==> src/rtl/aes_inv_cipher_ctrl.sv <==
// aes_inv_cipher_ctrl: AES-128 inverse cipher sequencer owning the state register and round-key fetch
module aes_inv_cipher_ctrl (
  input  logic         clk,
  input  logic         n_rst,
  input  logic         start,
  input  logic [127:0] cipher_in,
  output logic         ready,
  output logic         key_req,
  output logic [3:0]   key_addr,
  input  logic         key_ack,
  input  logic [127:0] key_data,
  output logic [127:0] dp_in,
  input  logic [127:0] dp_out,
  output logic         out_valid,
  input  logic         out_ready,
  output logic [127:0] plain_out
);
  typedef enum logic [2:0] {IDLE, WHITEN, ROUND, FINAL, DONE} st_t;
  st_t          st_q, st_d;
  logic [127:0] state_q, state_d;
  logic [3:0]   rnd_q, rnd_d;
  function automatic logic [7:0] xt(input logic [7:0] b);
    return {b[6:0], 1'b0} ^ (b[7] ? 8'h1b : 8'h00);
  endfunction
  function automatic logic [31:0] inv_mix_col(input logic [31:0] c);
    logic [7:0] b, m2, m4, m8;
    logic [7:0] x9 [4];
    logic [7:0] xb [4];
    logic [7:0] xd [4];
    logic [7:0] xe [4];
    for (int i = 0; i < 4; i++) begin
      b     = c[31-8*i -: 8];
      m2    = xt(b);
      m4    = xt(m2);
      m8    = xt(m4);
      x9[i] = m8 ^ b;
      xb[i] = m8 ^ m2 ^ b;
      xd[i] = m8 ^ m4 ^ b;
      xe[i] = m8 ^ m4 ^ m2;
    end
    return {xe[0] ^ xb[1] ^ xd[2] ^ x9[3],
            x9[0] ^ xe[1] ^ xb[2] ^ xd[3],
            xd[0] ^ x9[1] ^ xe[2] ^ xb[3],
            xb[0] ^ xd[1] ^ x9[2] ^ xe[3]};
  endfunction
  function automatic logic [127:0] inv_mix128(input logic [127:0] s);
    return {inv_mix_col(s[127:96]), inv_mix_col(s[95:64]), inv_mix_col(s[63:32]), inv_mix_col(s[31:0])};
  endfunction
  assign ready     = st_q == IDLE;
  assign key_req   = st_q == WHITEN || st_q == ROUND || st_q == FINAL;
  assign key_addr  = st_q == WHITEN ? 4'd10 : st_q == ROUND ? rnd_q : 4'd0;
  assign out_valid = st_q == DONE;
  assign plain_out = out_valid ? state_q : '0;
  assign dp_in     = state_q;
  always_comb begin
    st_d    = st_q;
    state_d = state_q;
    rnd_d   = rnd_q;
    case (st_q)
      IDLE: if (start) begin
        state_d = cipher_in;
        st_d    = WHITEN;
      end
      WHITEN: if (key_ack) begin
        state_d = state_q ^ key_data;
        rnd_d   = 4'd9;
        st_d    = ROUND;
      end
      ROUND: if (key_ack) begin
        state_d = inv_mix128(dp_out ^ key_data);
        rnd_d   = rnd_q == 4'd1 ? rnd_q : rnd_q - 4'd1;
        st_d    = rnd_q == 4'd1 ? FINAL : ROUND;
      end
      FINAL: if (key_ack) begin
        state_d = dp_out ^ key_data;
        st_d    = DONE;
      end
      DONE: st_d = out_ready ? IDLE : DONE;
      default: st_d = IDLE;
    endcase
  end
  always_ff @(posedge clk or negedge n_rst) begin
    if (!n_rst) begin
      st_q    <= IDLE;
      state_q <= '0;
      rnd_q   <= '0;
    end else begin
      st_q    <= st_d;
      state_q <= state_d;
      rnd_q   <= rnd_d;
    end
  end
endmodule
==> config.mk <==
export PLATFORM = sky130hd
export DESIGN_NAME = aes_inv_cipher_ctrl
export DESIGN_NICKNAME = d
export VERILOG_FILES = /design/src/rtl/aes_inv_cipher_ctrl.sv
export SDC_FILE = /design/constraint.sdc
export NUM_CORES = 1
export LEC_CHECK = 0
export BUFFER_PORTS_ARGS = -buffer_cell sky130_fd_sc_hd__buf_2
export CAP_MARGIN = 5
export CORE_AREA = 2 2 251 253
export DETAILED_ROUTE_END_ITERATION = 10
export DIE_AREA = 0 0 253 255
export MAX_ROUTING_LAYER = met4
export PLACE_DENSITY = 0.61
export SLEW_MARGIN = 5
export SYNTH_ARGS = -nofsm -noshare
export SYNTH_HDL_FRONTEND = slang
export SYNTH_SLANG_ARGS = --single-unit
==> constraint.sdc <==
create_clock -name clk -period 3.2 [get_ports clk]
set_input_delay 0.64 -clock clk [delete_from_list [all_inputs] [get_ports clk]]
set_output_delay 0.64 -clock clk [all_outputs]
set_load 0.01 [all_outputs]
=== Word-level counts from Yosys, hierarchy flattened ===
Index checks and enable logic that the tools add are counted.

* Bits in registers: 135
* Bits of input ports: 389
* Output and inout bits: 263
* Logic and storage cells: 283

* Add/sub/neg operators: 1
* Eq/ne operators: 10
* Multiplexer cells: 67
* Bitwise logic cells: 194
* Reduce and logical (&&, ||, !) cells: 8

{| class="wikitable"
|+ Operators with widths
! cell !! number
|-
| 8-bit bitwise XOR || 144
|-
| 128-bit two-way mux || 5
|-
| 128-bit case mux with 4 select lines || 1
|-
| 8-bit by 5-bit bitwise XOR with 8-bit output || 48
|-
| 128-bit bitwise XOR || 2
|-
| 5-bit two-way mux || 48
|-
| 4-bit two-way mux || 5
|-
| 3-bit two-way mux || 5
|-
| 3-bit case mux with 5 select lines || 1
|-
| 2-bit inequality test (second input constant) || 5
|-
| 4-bit case mux with 2 select lines || 1
|-
| 4-bit AND reduction || 2
|-
| 3-bit by 2-bit == test with 1-bit output (second input constant) || 2
|-
| 5-bit AND reduction || 1
|-
| 4-bit by 1-bit == test with 1-bit output (second input constant) || 1
|-
| 4-bit nonzero test || 1
|-
| 4-bit by 1-bit subtractor with 4-bit output (second input constant) || 1
|-
| 3-bit by 1-bit == test with 1-bit output (second input constant) || 1
|-
| 3-bit == test (second input constant) || 1
|-
| 3-bit logical NOT || 1
|-
| 1-bit logical OR || 2
|-
| 2-bit nonzero test || 1
|-
| 1-bit two-way mux || 1
|}

=== Logic depth before layout (Yosys ltp) ===
* Depth after elaboration: 14
* Gate-level depth with buffers: 11
* Depth with buffers taken out: 7

=== Worst setup path before layout ===
Ideal clock, no wire load.

* Kind: input -> register
* Start point: input key_data[93]
* End point: register state_q[91], in the netlist dp_in[91]
* Setup time: 0.133 ns
* Arrival time: 2.810 ns
* Required time: 3.067 ns
* Slack: 0.257 ns
* Cell stages on the path: 7
* Path buffers: 0
* Path through: xnor2_1 -> xnor3_2 -> xor2_1 -> xnor3_1 -> xnor2_1 -> xnor2_1 -> o22ai_1

* Word-level cells in the longest chain between the ends: 12

{| class="wikitable"
|+ RTL lines
! item !! line !! RTL
|-
| start: declaration || 11 || <nowiki>input logic [127:0] key_data,</nowiki>
|-
| 128-bit bitwise XOR || 70 || <nowiki>state_d = inv_mix128(dp_out ^ key_data);</nowiki>
|-
| 8-bit by 5-bit bitwise XOR with 8-bit output (2 in series) || 23 || <nowiki>return {b[6:0], 1'b0} ^ (b[7] ? 8'h1b : 8'h00);</nowiki>
|-
| 5-bit two-way mux || 23 ||
|-
| 8-bit by 5-bit bitwise XOR with 8-bit output || 23 ||
|-
| 8-bit bitwise XOR (2 in series) || 39 || <nowiki>xe[i] = m8 ^ m4 ^ m2;</nowiki>
|-
| 8-bit bitwise XOR (3 in series) || 41 || <nowiki>return {xe[0] ^ xb[1] ^ xd[2] ^ x9[3],</nowiki>
|-
| 128-bit two-way mux || 69 || <nowiki>ROUND: if (key_ack) begin</nowiki>
|-
| 128-bit case mux with 4 select lines || 59 || <nowiki>case (st_q)</nowiki>
|-
| end signal: assignment || 89 || <nowiki>state_q <= state_d;</nowiki>
|-
| end: declaration || 20 || <nowiki>logic [127:0] state_q, state_d;</nowiki>
|}

Every way passes these cells. The select of a mux whose other input is x is not followed.
A chain may end at the register's enable or synchronous reset.

=== Worst setup path in the final report ===
* Start point: register st_q[2]
* End point: output key_addr[0]

* Word-level cells in the longest chain between the ends: 3
* Elaborated cells between the ends (all ways): 4
* Classes of those cells: eq/ne (2); mux (2)

{| class="wikitable"
|+ RTL lines
! item !! line !! RTL
|-
| start: declaration || 19 || <nowiki>st_t st_q, st_d;</nowiki>
|-
| start signal: assignment || 88 || <nowiki>st_q <= st_d;</nowiki>
|-
| 3-bit by 2-bit == test with 1-bit output || 51 || <nowiki>assign key_addr = st_q == WHITEN ? 4'd10 : st_q == ROUND ? rnd_q : 4'd0;</nowiki>
|-
| 4-bit two-way mux || 51 ||
|-
| 4-bit two-way mux (*) || 51 ||
|-
| end: declaration || 9 || <nowiki>output logic [3:0] key_addr,</nowiki>
|}

Mark *: on every way between the ends. The rest lies on a longest branch, timed or not.

==> summary.txt <==
Outcome
  – Status: finished clean

Pwr
  – Clock network power share: 7.6%
  – Sw Ratio: 51.4%
  – Worst IR Drop VDD: 0.665 mV
  – Combinational power share: roughly 78%
  – Sequential Power Share: between 10% and 20%
  – P_sw: 0.0140 W
  – Cell Int Power: 0.0133 W
  – Static Leakage: 12.6 nW
  – Pwr dens: 1010 nW/µm²

Drt
  – DR vias/cell: ~5.3
  – Met3 wire len: 6870 µm
  – TritonRoute pass-1 iters: 5
  – Final WL: 91,000 µm
  – Routed wire per std cell: ~23 µm
  – Post-route ant nets: 0
  – Met2 wire length: 42,800 µm
  – Via count: 20,600
  – DR DRC count: 0
  – 1st-iter DRT viols: 1,798
  – Top Metal Used: met4
  – Metal-1 WL: 38,800 µm

Yosys
  – Synth Instances: 2,294
  – Async SR Flop Fraction: 100%
  – Leading area contributor after synthesis: xnor2_1
  – Post-synth top area share: between 20% and 30%
  – Yosys reg bits: 135
  – Count leader, synth: xnor2_1
  – YS warnings: 0
  – Prevailing post-synth register cell: dfrtp_1
  – Synth cell types: 61
  – Synth area leaders: xnor2_1 (28%), dfrtp_1 (17%), xnor3_1 (10%), xor2_1 (6.8%), and3_1 (4.0%)
  – Syn_nets: roughly 2,700
  – Post-synthesis sequential area ratio: 16.5%
  – Most frequent cells after synthesis: xnor2_1 (655), nor2_1 (181), xor2_1 (158)
  – Post-synth design cell area: 20,500 µm²
  – Number of synthesized flops with an enable pin: 0
  – Mean post-synth cell area: 8.92 µm²

Floorplanning
  – Initial Utilization: 32.9%
  – CORE AREA: around 62,000 µm²
  – Die Wd: 253 µm
  – Die height: 255 µm
  – Row count: 92
  – Die area: 64,500 µm²
  – IO Pins: 652

STA
  – Slew Limit Fails: 0
  – Worst Max-Slew Pin Slew: 0.907 ns
  – Tmin final: roughly 2.9 ns
  – Hold Fails Final Rpt: 0
  – Setup total negative slack: 0 ns
  – Slew HR: 39.5%
  – Fin crit share: 89.8%
  – Final setup viols: 0
  – Final Skew: about 0.015 ns
  – Fmax: 348 MHz
  – RSZ-0062 raised after global routing: false

Clock network
  – CTS tree: done
  – CTS resizes: 0
  – Clock root buffer: clkbuf_16
  – Clock Path Buffers: 2
  – H-tree level count: 4
  – CTS Hold Buffers Added: 0
  – Clock buffer count from CTS: 17
  – Clock transition at path regs: 0.08 ns
  – Sink Count: 135
  – Buffer count from post-CTS setup fixing: 0
  – Clock latency on the worst-skew pair: approximately 0.5 ns

Critical path
  – Flop2flop setup slack: 0.72 ns
  – Setup crit end kind: output pin
  – CP Capture Point: key_addr[0]
  – CP max stage cell: dfrtp_4
  – CP Class: flop to output pin
  – Worst Setup SP: st_q[2]
  – Arr. time, crit path: 2.23 ns
  – FF-to-FF End: dp_in[66]
  – Worst-path fanout max: 36
  – Crit-path cells: inv_1 -> buf_4 -> nand2_2 -> nor2_1 -> buf_2
  – CP max stage delay: about 0.68 ns
  – Worst path required time: 2.56 ns
  – Reg2reg path depth: 7
  – Crit start category: flop
  – Origin of the critical flop-to-flop path: st_q[2]

Job
  – Max_cap viols: 0

Global route
  – Congestion Overflow GR: 0
  – Gr usage total: 28.1%
  – Initial antenna violation count: 19
  – Vias in the first global route: 19,700
  – Largest net degree at the start of global routing: 80
  – Global-route wire length before repair: between 100,000 and 150,000 µm

Place
  – Post-DP HPWL: 71,300 µm
  – Final GP Congestion: 0.980
  – Port-buffer cells: 651

Finish
  – Layout Nets: between 3,000 and 4,000
  – Area Overhead vs Synth: 31.6%
  – Share of layout cells above drive strength 1: 33.0%
  – Fin util: 43.3%

Worst hold path
  – Min-delay worst type: input port to asynchronous set/reset pin
## kinds of logic after synthesis
kind of cell	Yosys count	synth area share (%)
xor+xnor	976	52.1
buf+inv	150	2.94
mux	19	0.930
compound gates	511	16.2
simple gates	501	11.2
flops	135	16.5
fa+ha+maj	2	0.122
## power groups by stage
stage,clock network [W],registers (W),logic (W)
2_1_floorplan,0,0.00383,0.0138
4_1_cts,0.00213,0.00393,0.0212
6_report,0.00208,0.00397,0.0212
5_1_grt,0.00217,0.00408,0.0228
3_5_place_dp,0,0.00396,0.0211
3_3_place_gp,0,0.00394,0.0210
## metrics by stage
stage,std cells,instance area (µm²),total power (W),hold slack (ns),setup slack (ns)
6_report,3910,26900,0.0273,0.0842,0.328
5_1_grt,3908,26900,0.0290,0.101,0.280
4_1_cts,3891,26900,0.0273,0.0740,0.304
3_5_place_dp,3859,26300,0.0250,0.524,0.114
3_3_place_gp,3859,26300,0.0249,0.519,0.0864
2_1_floorplan,2294,20500,0.0177,0.344,0.257
## worst min path at each step
stage	startpoint	endpoint	slack, ns	cells after the start
6_report	n_rst	dp_in[6]	0.08	1
5_1_grt	n_rst	dp_in[6]	0.10	1
4_1_cts	n_rst	dp_in[6]	0.07	1
3_5_place_dp	dp_in[5]	dp_in[5]	0.52	2
3_3_place_gp	dp_in[5]	dp_in[5]	0.52	2
2_1_floorplan	n_rst	dp_in[0]	0.34	0
## critical path: cells and delay by family, from the launching register on
family,cells,cell delay [ns]
flip-flops,1,0.68
buffers and inverters,3,0.57
AND/OR/NAND/NOR,2,0.47
## cell type report
class                           instances  area [µm²]
Fill cell                            6327       35200
Tap cell                              799        1000
Timing Repair Buffer                  911        5370
Clock inverter                         15         134
Multi-Input combinational cell       2009       16500
Clock buffer                           17         425
Sequential cell                       135        3390
Antenna cell                           19        47.5
Inverter                                5        18.8
## layer usage
metal	global-route usage [%]	vias up
li1	-	9563
met1	35.4	9897
met2	44.7	976
met3	5.85	121
met4	9.91	0
met5	-	-
## placed cells by master, fill, tap and decap left out, types with 7 or more instances in the layout
master,n
o31ai_1,55
o211ai_1,8
xor3_1,12
buf_12,12
a211oi_1,25
mux2i_1,18
xnor2_1,655
dfrtp_1,132
o22ai_1,50
nand2_1,146
nand3_1,8
xnor2_4,10
and3_1,132
xnor3_1,92
nor3_1,14
a21oi_1,78
a22oi_1,30
a31oi_1,7
buf_2,650
a221oi_1,49
diode_2,19
xor2_1,158
clkbuf_16,17
buf_4,248
xnor2_2,34
o21ai_0,155
nor2_1,176
o211a_1,7
a22o_1,7
## registers in the layout (all words and copies together) (netlist names)
register	cells
dp_in	128
st_q	3
rnd_q	4
Power figures use the tool's default switching activity.
